===== src/rtl/sum_accumulator.sv =====
// sum_accumulator: collects COUNT_N adder results ({carry_out, sum_bytes})
// into an ACC_W-bit running total. The total, a sticky overflow flag and the
// sample count are handed to the consumer over a valid/ready handshake.
module sum_accumulator #(
  parameter int DATA_W  = 8,
  parameter int ACC_W   = 16,
  parameter int COUNT_N = 4
) (
  input  logic              clk,
  input  logic              rst,
  input  logic              in_valid,
  output logic              in_ready,
  input  logic [DATA_W-1:0] sum_bytes,
  input  logic              carry_out,
  input  logic              clear,
  output logic              out_valid,
  input  logic              out_ready,
  output logic [ACC_W-1:0]  acc_total,
  output logic              acc_overflow,
  output logic [7:0]        sample_count
);

  typedef enum logic [1:0] {
    IDLE  = 2'd0,
    ACCUM = 2'd1,
    DONE  = 2'd2
  } state_t;

  state_t             state_q;
  state_t             state_d;

  logic               accept;
  logic               handoff;
  logic               last_sample;
  logic [ACC_W:0]     sample_ext;
  logic [ACC_W:0]     sum_ext;

  logic [ACC_W-1:0]   acc_d;
  logic               overflow_d;
  logic [7:0]         count_d;
  logic               valid_d;

  // The input side is open whenever no finished frame is waiting; it is a
  // pure state decode so upstream never sees a dependency on in_valid.
  assign in_ready    = !rst && (state_q != DONE);
  assign accept      = in_valid && in_ready && !clear;
  assign handoff     = (state_q == DONE) && out_ready;

  // The adder result is an unsigned (DATA_W+1)-bit value; the extra top bit
  // of the sum captures the carry out of the accumulator.
  assign sample_ext  = (ACC_W+1)'({carry_out, sum_bytes});
  assign sum_ext     = {1'b0, acc_total} + sample_ext;
  assign last_sample = (sample_count + 8'd1) == 8'(COUNT_N);

  // State register; reset returns to IDLE.
  always_ff @(posedge clk) begin
    if (rst) begin
      state_q <= IDLE;
    end else begin
      state_q <= state_d;
    end
  end

  // Next-state logic; clear aborts the frame from any state.
  always_comb begin
    state_d = state_q;
    if (clear) begin
      state_d = IDLE;
    end else begin
      case (state_q)
        IDLE, ACCUM: begin
          if (accept) begin
            state_d = last_sample ? DONE : ACCUM;
          end
        end
        DONE: begin
          if (out_ready) begin
            state_d = IDLE;
          end
        end
        default: state_d = IDLE;
      endcase
    end
  end

  // Output/datapath next values: zero on abort or handoff, add on accept,
  // otherwise hold (bubbles and a stalled DONE leave everything untouched).
  always_comb begin
    acc_d      = acc_total;
    overflow_d = acc_overflow;
    count_d    = sample_count;
    valid_d    = (state_d == DONE);
    if (clear || handoff) begin
      acc_d      = '0;
      overflow_d = 1'b0;
      count_d    = 8'd0;
    end else if (accept) begin
      acc_d      = sum_ext[ACC_W-1:0];
      overflow_d = acc_overflow | sum_ext[ACC_W];
      count_d    = sample_count + 8'd1;
    end
  end

  // Registered outputs; reset discards any partial or pending result.
  always_ff @(posedge clk) begin
    if (rst) begin
      acc_total    <= '0;
      acc_overflow <= 1'b0;
      sample_count <= 8'd0;
      out_valid    <= 1'b0;
    end else begin
      acc_total    <= acc_d;
      acc_overflow <= overflow_d;
      sample_count <= count_d;
      out_valid    <= valid_d;
    end
  end

endmodule


===== config.mk =====
export PLATFORM = sky130hd
export DESIGN_NAME = sum_accumulator
export DESIGN_NICKNAME = d
export VERILOG_FILES = /design/src/rtl/sum_accumulator.sv
export SDC_FILE = /design/constraint.sdc
export NUM_CORES = 1
export LEC_CHECK = 0
export BUFFER_PORTS_ARGS = -buffer_cell sky130_fd_sc_hd__buf_4
export CAP_MARGIN = 20
export CELL_PAD_IN_SITES_DETAIL_PLACEMENT = 1
export CELL_PAD_IN_SITES_GLOBAL_PLACEMENT = 2
export CORE_ASPECT_RATIO = 0.6
export CORE_MARGIN = 1
export CORE_UTILIZATION = 30
export DETAILED_ROUTE_END_ITERATION = 16
export PLACE_DENSITY_LB_ADDON = 0.3
export REMOVE_ABC_BUFFERS = 1
export SYNTH_ARGS = -nofsm -noshare
export SYNTH_HDL_FRONTEND = slang
export SYNTH_SLANG_ARGS = --single-unit

===== constraint.sdc =====
create_clock -name clk -period 2.6 [get_ports clk]
set_input_delay 0.52 -clock clk [delete_from_list [all_inputs] [get_ports clk]]
set_output_delay 0.52 -clock clk [all_outputs]
set_load 0.03 [all_outputs]

# Word level (Yosys, flattened, before mapping)
# Cells that the tools add are included.
# word_totals
ff_bits,28
output_inout_bits,27
# op_classes
add_sub_neg,2
n_eq_ne,5
mux,5
bitwise,1
n_reduce_logical,10
# op_table
operator,count
$add 16x9->17,1
$add 8x1->8 const B,1
$eq 8x3->1 const B,1
$mux 2,4
$eq 2x2->1 const B,2
$logic_and 1x1->1,4
$pmux 2 s2,1
$reduce_or 2->1,2
$eq 2x1->1 const B,1
$logic_not 1->1,2
$logic_not 2->1,1
$ne 2x2->1 const B,1
$logic_or 1x1->1,1
$or 1x1->1,1

# Logic depth before layout (Yosys ltp)
# Gate-level depths: netlist of run 1.
# logic_depth
ltp_word,8
mapped_depth,7

# Worst setup path after synthesis of run 1
# OpenSTA, ideal clock, no wires.
# synth_path
path_type,input port to flip-flop
from,in sum_bytes[0]
to,reg acc_overflow
setup_ns,0.115
arrival_ns,2.178
t_required_ns,2.485
path_slack_ns,0.307
path_stages,7
path_buffers,0
cell_sequence,ha_1 > fa_1 > a211oi_1 > o211ai_1 > a31oi_1 > nor3_1 > o21a_1
# synth_via
elab_chain_cells,2
# synth_rtl
element,line_no,rtl
from (decl),13,"input logic [DATA_W-1:0] sum_bytes,"
$add 16x9->17,52,"assign sum_ext = {1'b0, acc_total} + sample_ext;"
$or 1x1->1,99,overflow_d = acc_overflow | sum_ext[ACC_W];
to (signal assigned),113,acc_overflow <= overflow_d;
to (decl),19,"output logic acc_overflow,"
# No other way between the ends.
# A chain may end at the register's enable or synchronous reset.

# Final worst setup path of run 1
# Ends and elaborated chain as after synthesis.

==> summary.md, run 1 <==
| Metric | Value |
|---|---|
| Outcome | `completed` |
| Initial antenna violation count | `0` |
| Via density | `~5.0` |
| RSZ-0062 raised after global routing | `no` |
| Total Routing Usage GR | `0.151` |
| Largest net degree at the start of global routing | `17` |
| Post-CTS Setup Bufs | `0` |
| YS warnings | `0` |
| Core area | `5050 um2` |
| Rel. slew slack | `0.556` |
| CP Launch Type | `primary input` |
| Largest family of logic cells by synthesized area | `simple AND/OR/NAND/NOR gates` |
| Mux contribution to synthesized area | `0` |
| Area grow syn2layout | `27.5%` |
| Max-cap violations | `0` |
| CTS-repair resized insts | `0` |
| Detailed Place HPWL | `3090 um` |
| Synthesized area | `1580 um2` |
| Final setup vio count | `0` |
| Post-synth cell types | `39` |
| Mapped Avg Cell Area | `8.57 um2` |
| Total gr overflow | `0` |
| CP max FO | `7` |
| H-Tree Depth | `1` |
| Clock slew at reported path FFs | `approximately 0.090 ns` |
| Critical path capture point type | `register` |
| Met1 Use GR | `0.229` |
| Post-synth top cells | `dfxtp_1, nand2_1, a21oi_1` |
| Setup TNS | `0 ns` |
| Die Width | `95.6 um` |
| Final setup margin | `0.473 ns` |
| Most common cell in the netlist | `dfxtp_1` |
| CTS buffer count | `3` |
| Remaining DRCs | `0` |
| CTS tree | `built` |
| DRT Pass-1 Iters | `6` |
| Worst Path Required | `approximately 2.8 ns` |
| Final wirelength | `~3900 um` |
| Simple-gate share of the synthesized area | `0.239` |
| Yosys reg bits | `28` |
| Die Span Y | `just under 60 um` |
| Crit path kind | `in -> reg` |
| Antenna diodes | `0` |
| Via count | `1,465` |
| Global route hottest layer | `met1` |
| Standard-cell rows | `20` |
| Register area share after synthesis | `0.355` |
| Routability Congestion | `0.747` |
| IO Count | `41` |
| CTS Root Cell | `clkbuf_8` |
| Util after Layout | `0.398` |
| First-pass GRT wire length | `6400 um` |
| Yosys top cell area share | `0.355` |
| Synth Area in Compound Gates | `0.205` |
| Minimum clock period | `around 2.1 ns` |
| Synthesized-area fraction occupied by adder cells | `0.0920` |
| Slew Limit Fails | `0` |
| Synth area leaders | `dfxtp_1, ha_1, nand2_1` |
| Worst slack, placed | `0.147 ns` |
| Post-synth EDFFs | `0` |
| DR WL/cell | `13.5 um` |
| Port Buffers | `40` |
| GR Util met3 | `0.0381` |
| Cell count after synthesis | `184` |
| Prevailing post-synth register cell | `dfxtp_1` |
| Hold Buf Count CTS | `0` |
| Setup Skew | `0.00198 ns` |
| Post-synth ARST share | `0` |
| CTS max path bufs | `2` |
| XOR/XNOR Fraction of Synth Area | `0.0833` |
| Clock latency at the later pin of the worst-skew pair | `0.28 ns` |
| Maximum clock rate | `470 MHz` |
| Nets | `254` |
| Worst-Margin Slew | `roughly 0.66 ns` |
| PD cells | `approximately 400 nW/um2` |
| Hold Fails Final Rpt | `0` |
| Initial DRC count | `46` |
| Total Power | `795 uW` |
| # clock sinks | `28` |
| VDD IR-drop max | `0.179 mV` |
| Die ar. | `5560 um2` |
| Routed Antenna Nets | `0` |
| Vias in the first global route | `around 1,300` |
| Global-route met2 utilization | `0.212` |
| Starting Density | `0.312` |
| Most area-hungry cell type in the Yosys netlist | `dfxtp_1` |
| LEAKAGE | `between 0.0008 and 0.0009 uW` |
| CP Data Arrival Time | `2.31 ns` |
| HP Class | `reg -> reg` |
| Ratio of cells with drive above 1 in the final layout | `0.238` |
| Period utilization | `0.818` |
## cells in the final DEF (no fill, tap or decap)
master    Yosys  layout
a41oi_1       1       1
nand4_1       4       4
nor3_1        4       4
a21o_1        6       6
xnor2_1       6       6
or3_1         7       7
nor2b_1       1       1
xor2_1        9       9
fa_1          1       1
a211oi_1      3       3
nor3b_1       1       1
or3b_4        1       1
nor4_1        1       1
o211ai_1      9       9
a21oi_1      17      17
nor4b_2       1       1
o21ai_0      10      10
a31oi_1       1       1
nand3_1       4       4
o31ai_1       2       2
or4_1         2       2
nor2_1       11      11
or4_4         1       1
and3_1        3       3
o31a_1        1       1
o21a_1        2       2
inv_1         1       1
or2_1         2       2
ha_1         10      10
clkbuf_8      0       3
nand2_1      23      23
and2_1        2       2
nand2b_1      1       1
nor4_2        1       1
buf_4         0      46
nor2_2        1       1
dfxtp_1      28      28
## stage by stage
step	instance area, um2	hold WS [ns]	cells
4_1_cts	2010	0.484	293
6_report	2010	0.477	293
2_1_floorplan	1540	0.478	178
5_1_grt	2010	0.496	293
3_3_place_gp	1970	0.455	290
3_5_place_dp	1970	0.460	290
## layer usage
layer / vias up / part of all wire
met5: - / 0
met4: 0 / 0.0076
met3: 5 / 0.038
met2: 25 / 0.39
met1: 672 / 0.56
li1: 763 / -
## cells by family after synthesis
kind of cell,after synthesis
adder cells (fa/ha/maj),11
AND/OR/NAND/NOR,71
AO/OA/AOI/OAI,52
XOR/XNOR,15
buffers and inverters,7
flip-flops,28
## critical path, stage by stage
cell      delay, ns
buf_4          0.11
ha_1           0.23
fa_1           0.44
a211oi_1       0.28
o211ai_1       0.15
a31oi_1        0.19
buf_4          0.17
nor3_1         0.06
o21a_1         0.16
## area by class of cell
cell class                      count  area (um2)
Multi-Input combinational cell    149         978
Inverter                            1        3.75
Tap cell                           66        82.6
Clock buffer                        3        41.3
Timing Repair Buffer               46         345
Sequential cell                    28         561
Fill cell                         616        3040
## state kept, by name, indices dropped and copies added, names as in the netlist
register	count
acc_total	16
sample_count	8
state_q	2
acc_overflow	1
out_valid	1
## final timing paths
| path | startpoint | end | slack, ns | cells after the start |
|---|---|---|---|---|
| worst max-delay path | sum_bytes[0] | acc_overflow | 0.47 | 9 |
| worst min-delay path | acc_overflow | acc_overflow | 0.48 | 1 |
| worst min register to register | acc_overflow | acc_overflow | 0.48 | 1 |
| worst max register to register | acc_total[0] | acc_overflow | 0.49 | 8 |
## power by group
part	leakage, uW	internal [uW]	switching, uW
Sequential	0.000226	434	4.29
Combinational	0.000590	50.4	64.7
Clock	0.0000216	104	137
Total	0.000837	588	206
(Power assumes the default switching activity.)
==> run 2: changes to the inputs <==
==> constraint.sdc (replaced) <==
create_clock -name clk -period 2.1 [get_ports clk]
set_input_delay 0.42 -clock clk [delete_from_list [all_inputs] [get_ports clk]]
set_output_delay 0.42 -clock clk [all_outputs]
set_load 0.03 [all_outputs]
==> run 2 against run 1 <==
Against the previous run:
- sequential share of layout area is 1.7 points lower
- final cell count grew 4.4%
- register-to-register slack got worse by 0.45 ns
- sequential cell count stayed put
- critical endpoint unchanged
- first-iteration DRC count shrank 41%
- critical path depth down 1
- sequential power grew 24%
==> summary.md, run 2 (synthesized netlist as in run 1, its figures left out) <==
| Metric | Value |
|---|---|
| LEAKAGE | `0.000901 uW (was 0.000837 uW)` |
| Clock latency at the later pin of the worst-skew pair | `0.28 ns (about the same)` |
| Reg2Reg Capture Point | `acc_overflow (unchanged)` |
| Die Width | `95.6 um (unchanged)` |
| Critical Path Source | `acc_total[0] (was sum_bytes[0])` |
| Worst-path cell chain | `ha_4 -> fa_2 -> a211oi_2 -> o211ai_1 -> a31oi_1 -> buf_4 -> nor3_2 -> o21a_1 (was buf_4 -> ha_1 -> fa_1 -> a211oi_1 -> o211ai_1 -> a31oi_1 -> buf_4 -> nor3_1 -> o21a_1)` |
| Initial DRC count | `27 (was 46)` |
| Critical path capture point type | `register (unchanged)` |
| Worst-Margin Slew | `0.548 ns (was 0.665 ns)` |
| Crit path depth | `8 (was 9)` |
| H-Tree Depth | `1 (unchanged)` |
| R2R cell count | `8 (unchanged)` |
| Cell Count, Final, Fillers Out | `306 (was 293)` |
| Routed Antenna Nets | `0 (unchanged)` |
| CP Launch Type | `register (was primary input)` |
| Initial antenna violation count | `0 (unchanged)` |
| Ratio of cells with drive above 1 in the final layout | `0.313 (was 0.238)` |
| FF-to-FF setup slack | `0.04 ns (was 0.49 ns)` |
| Die Span Y | `58.2 um (unchanged)` |
| Met1 Use GR | `0.249 (was 0.229)` |
| PD cells | `469 nW/um2 (was 395 nW/um2)` |
| Largest net degree at the start of global routing | `15 (was 17)` |
| Slew Limit Fails | `0 (unchanged)` |
| Final setup vio count | `0 (unchanged)` |
| Outcome | `completed (unchanged)` |
| Worst Path Required | `2.28 ns (was 2.78 ns)` |
| CTS max path bufs | `2 (unchanged)` |
| Remaining DRCs | `0 (unchanged)` |
| Standard-cell rows | `20 (unchanged)` |
| Final wirelength | `4250 um (was 3950 um)` |
| Dpl cells | `301 (was 290)` |
| CTS Root Cell | `clkbuf_8 (unchanged)` |
| Slowest Stage Delay on Critical Path | `0.41 ns (was 0.44 ns)` |
| Worst r2r src | `acc_total[0] (unchanged)` |
| Setup Skew | `0.00412 ns (was 0.00198 ns)` |
| Vias in the first global route | `1,426 (was 1,315)` |
| Antenna diodes | `0 (unchanged)` |
| Max-cap violations | `0 (unchanged)` |
| GR Util met3 | `0.0354 (was 0.0381)` |
| Crit path capture | `acc_overflow (unchanged)` |
| IO Count | `41 (unchanged)` |
| Rel. slew slack | `0.635 (was 0.556)` |
| Detailed Place HPWL | `3290 um (was 3090 um)` |
| Most common cell after layout, fill and taps aside | `buf_4 (unchanged)` |
| Routability Congestion | `0.747 (unchanged)` |
| Starting Density | `0.312 (unchanged)` |
| CP max FO | `7 (unchanged)` |
| HP Class | `in -> reg (was reg -> reg)` |
| Global route hottest layer | `met1 (unchanged)` |
| Core area | `5050 um2 (unchanged)` |
| Largest regs | `acc_total (16), sample_count (8), state_q (2) (unchanged)` |
| DRT Pass-1 Iters | `4 (was 6)` |
| Crit-path slowest cell | `fa_2 (was fa_1)` |
| Global-route met2 utilization | `0.223 (was 0.212)` |
| Minimum clock period | `2.06 ns` |
| Crit path kind | `reg -> reg (was in -> reg)` |
| Hold Buf Count CTS | `0 (unchanged)` |
| DR WL/cell | `13.9 um (was 13.5 um)` |
| Critical path's top delay family | `compound AO/OA/AOI/OAI gates (unchanged)` |
| Via count | `1,514 (was 1,465)` |
| Util after Layout | `0.426 (was 0.398)` |
| Die ar. | `5560 um2 (unchanged)` |
| CTS tree | `built (unchanged)` |
| Setup TNS | `0 ns (unchanged)` |
| Max reg flops | `16 (unchanged)` |
| Reg with most FFs | `acc_total (unchanged)` |
| Clock slew at reported path FFs | `0.10 ns (was 0.09 ns)` |
| CP Data Arrival Time | `2.24 ns (was 2.31 ns)` |
| Total Routing Usage GR | `0.159 (was 0.151)` |
| Most frequent cells in the layout | `buf_4, dfxtp_1, nand2_1, a21oi_1, nor2_1 (unchanged)` |
| Period utilization | `0.979` |
| Fill count | `618 (was 616)` |
| First-pass GRT wire length | `6930 um (was 6400 um)` |
| RSZ-0062 raised after global routing | `yes (was no)` |
| Hold Fails Final Rpt | `0 (unchanged)` |
| Area grow syn2layout | `36.5% (was 27.5%)` |
| Min Hold Slack | `0.427 ns (was 0.477 ns)` |
| CTS buffer count | `3 (unchanged)` |
| VDD IR-drop max | `0.227 mV (was 0.179 mV)` |
| # clock sinks | `28 (unchanged)` |
| Total gr overflow | `0 (unchanged)` |
| Via density | `4.95 (was 5.00)` |
| Nets | `267 (was 254)` |
| Maximum clock rate | `486 MHz` |
| Port Buffers | `40 (unchanged)` |
| CP bufs+invs | `1 (was 2)` |
run 2: cell count changes in the layout (fill, tap and decap cells not counted), sizes merged:
cell	previous run	this run
buf	46	59
run 2: area by class of cell:
class                           count  area [um2]  share of cell area
Clock buffer                        3        41.3              0.0192
Inverter                            1        3.75             0.00174
Multi-Input combinational cell    149        1020               0.473
Sequential cell                    28         564               0.262
Tap cell                           66        82.6              0.0383
Timing Repair Buffer               59         443               0.206
run 2: worst min-delay path by stage:
stage / from / endpoint / slack (ns) / depth (start not counted)
3_3_place_gp: acc_overflow / acc_overflow / 0.46 / 1
5_1_grt: in_valid / state_q[0] / 0.43 / 3
2_1_floorplan: state_q[1] / state_q[0] / 0.48 / 1
4_1_cts: in_valid / state_q[0] / 0.42 / 3
6_report: in_valid / state_q[0] / 0.43 / 3
3_5_place_dp: acc_overflow / acc_overflow / 0.46 / 1
run 2: worst reg2reg max path, cell delays in order, from the launching register on:
cell      delay, ns
dfxtp_4        0.37
ha_4           0.16
fa_2           0.41
a211oi_2       0.27
o211ai_1       0.16
a31oi_1        0.19
buf_4          0.18
nor3_2         0.05
o21a_1         0.17
run 2: timing repair:
action                                  in CTS  in global routing
endpoints found under the setup margin       1                  6
pin swaps                                    0                  9
buffers inserted                             0                  2
gates resized for setup                      1                 10
run 2: report_power, final:
part           switching (uW)  leakage [uW]  internal, uW  total [uW]
Combinational            87.4      0.000653          76.8         164
Sequential               5.33      0.000227           536         541
Clock                     175     0.0000216           129         304
run 2: metal layers:
layer | wire length (um) | share of wire | vias to the layer above
li1 | - | - | 782
met1 | 2320 | 0.55 | 710
met2 | 1810 | 0.43 | 22
met3 | 113 | 0.027 | 0
met4 | 0 | 0 | 0
met5 | 0 | 0 | -
run 2: per-stage QoR:
stage	total power [uW]	setup WS (ns)	instance area [um2]
CTS	1030	0.0637	2100
finish	1010	0.0433	2150
global route	1070	-0.0777	2150
global placement	712	-0.193	2050
floorplan	638	-0.119	1540
detailed placement	714	-0.225	2050
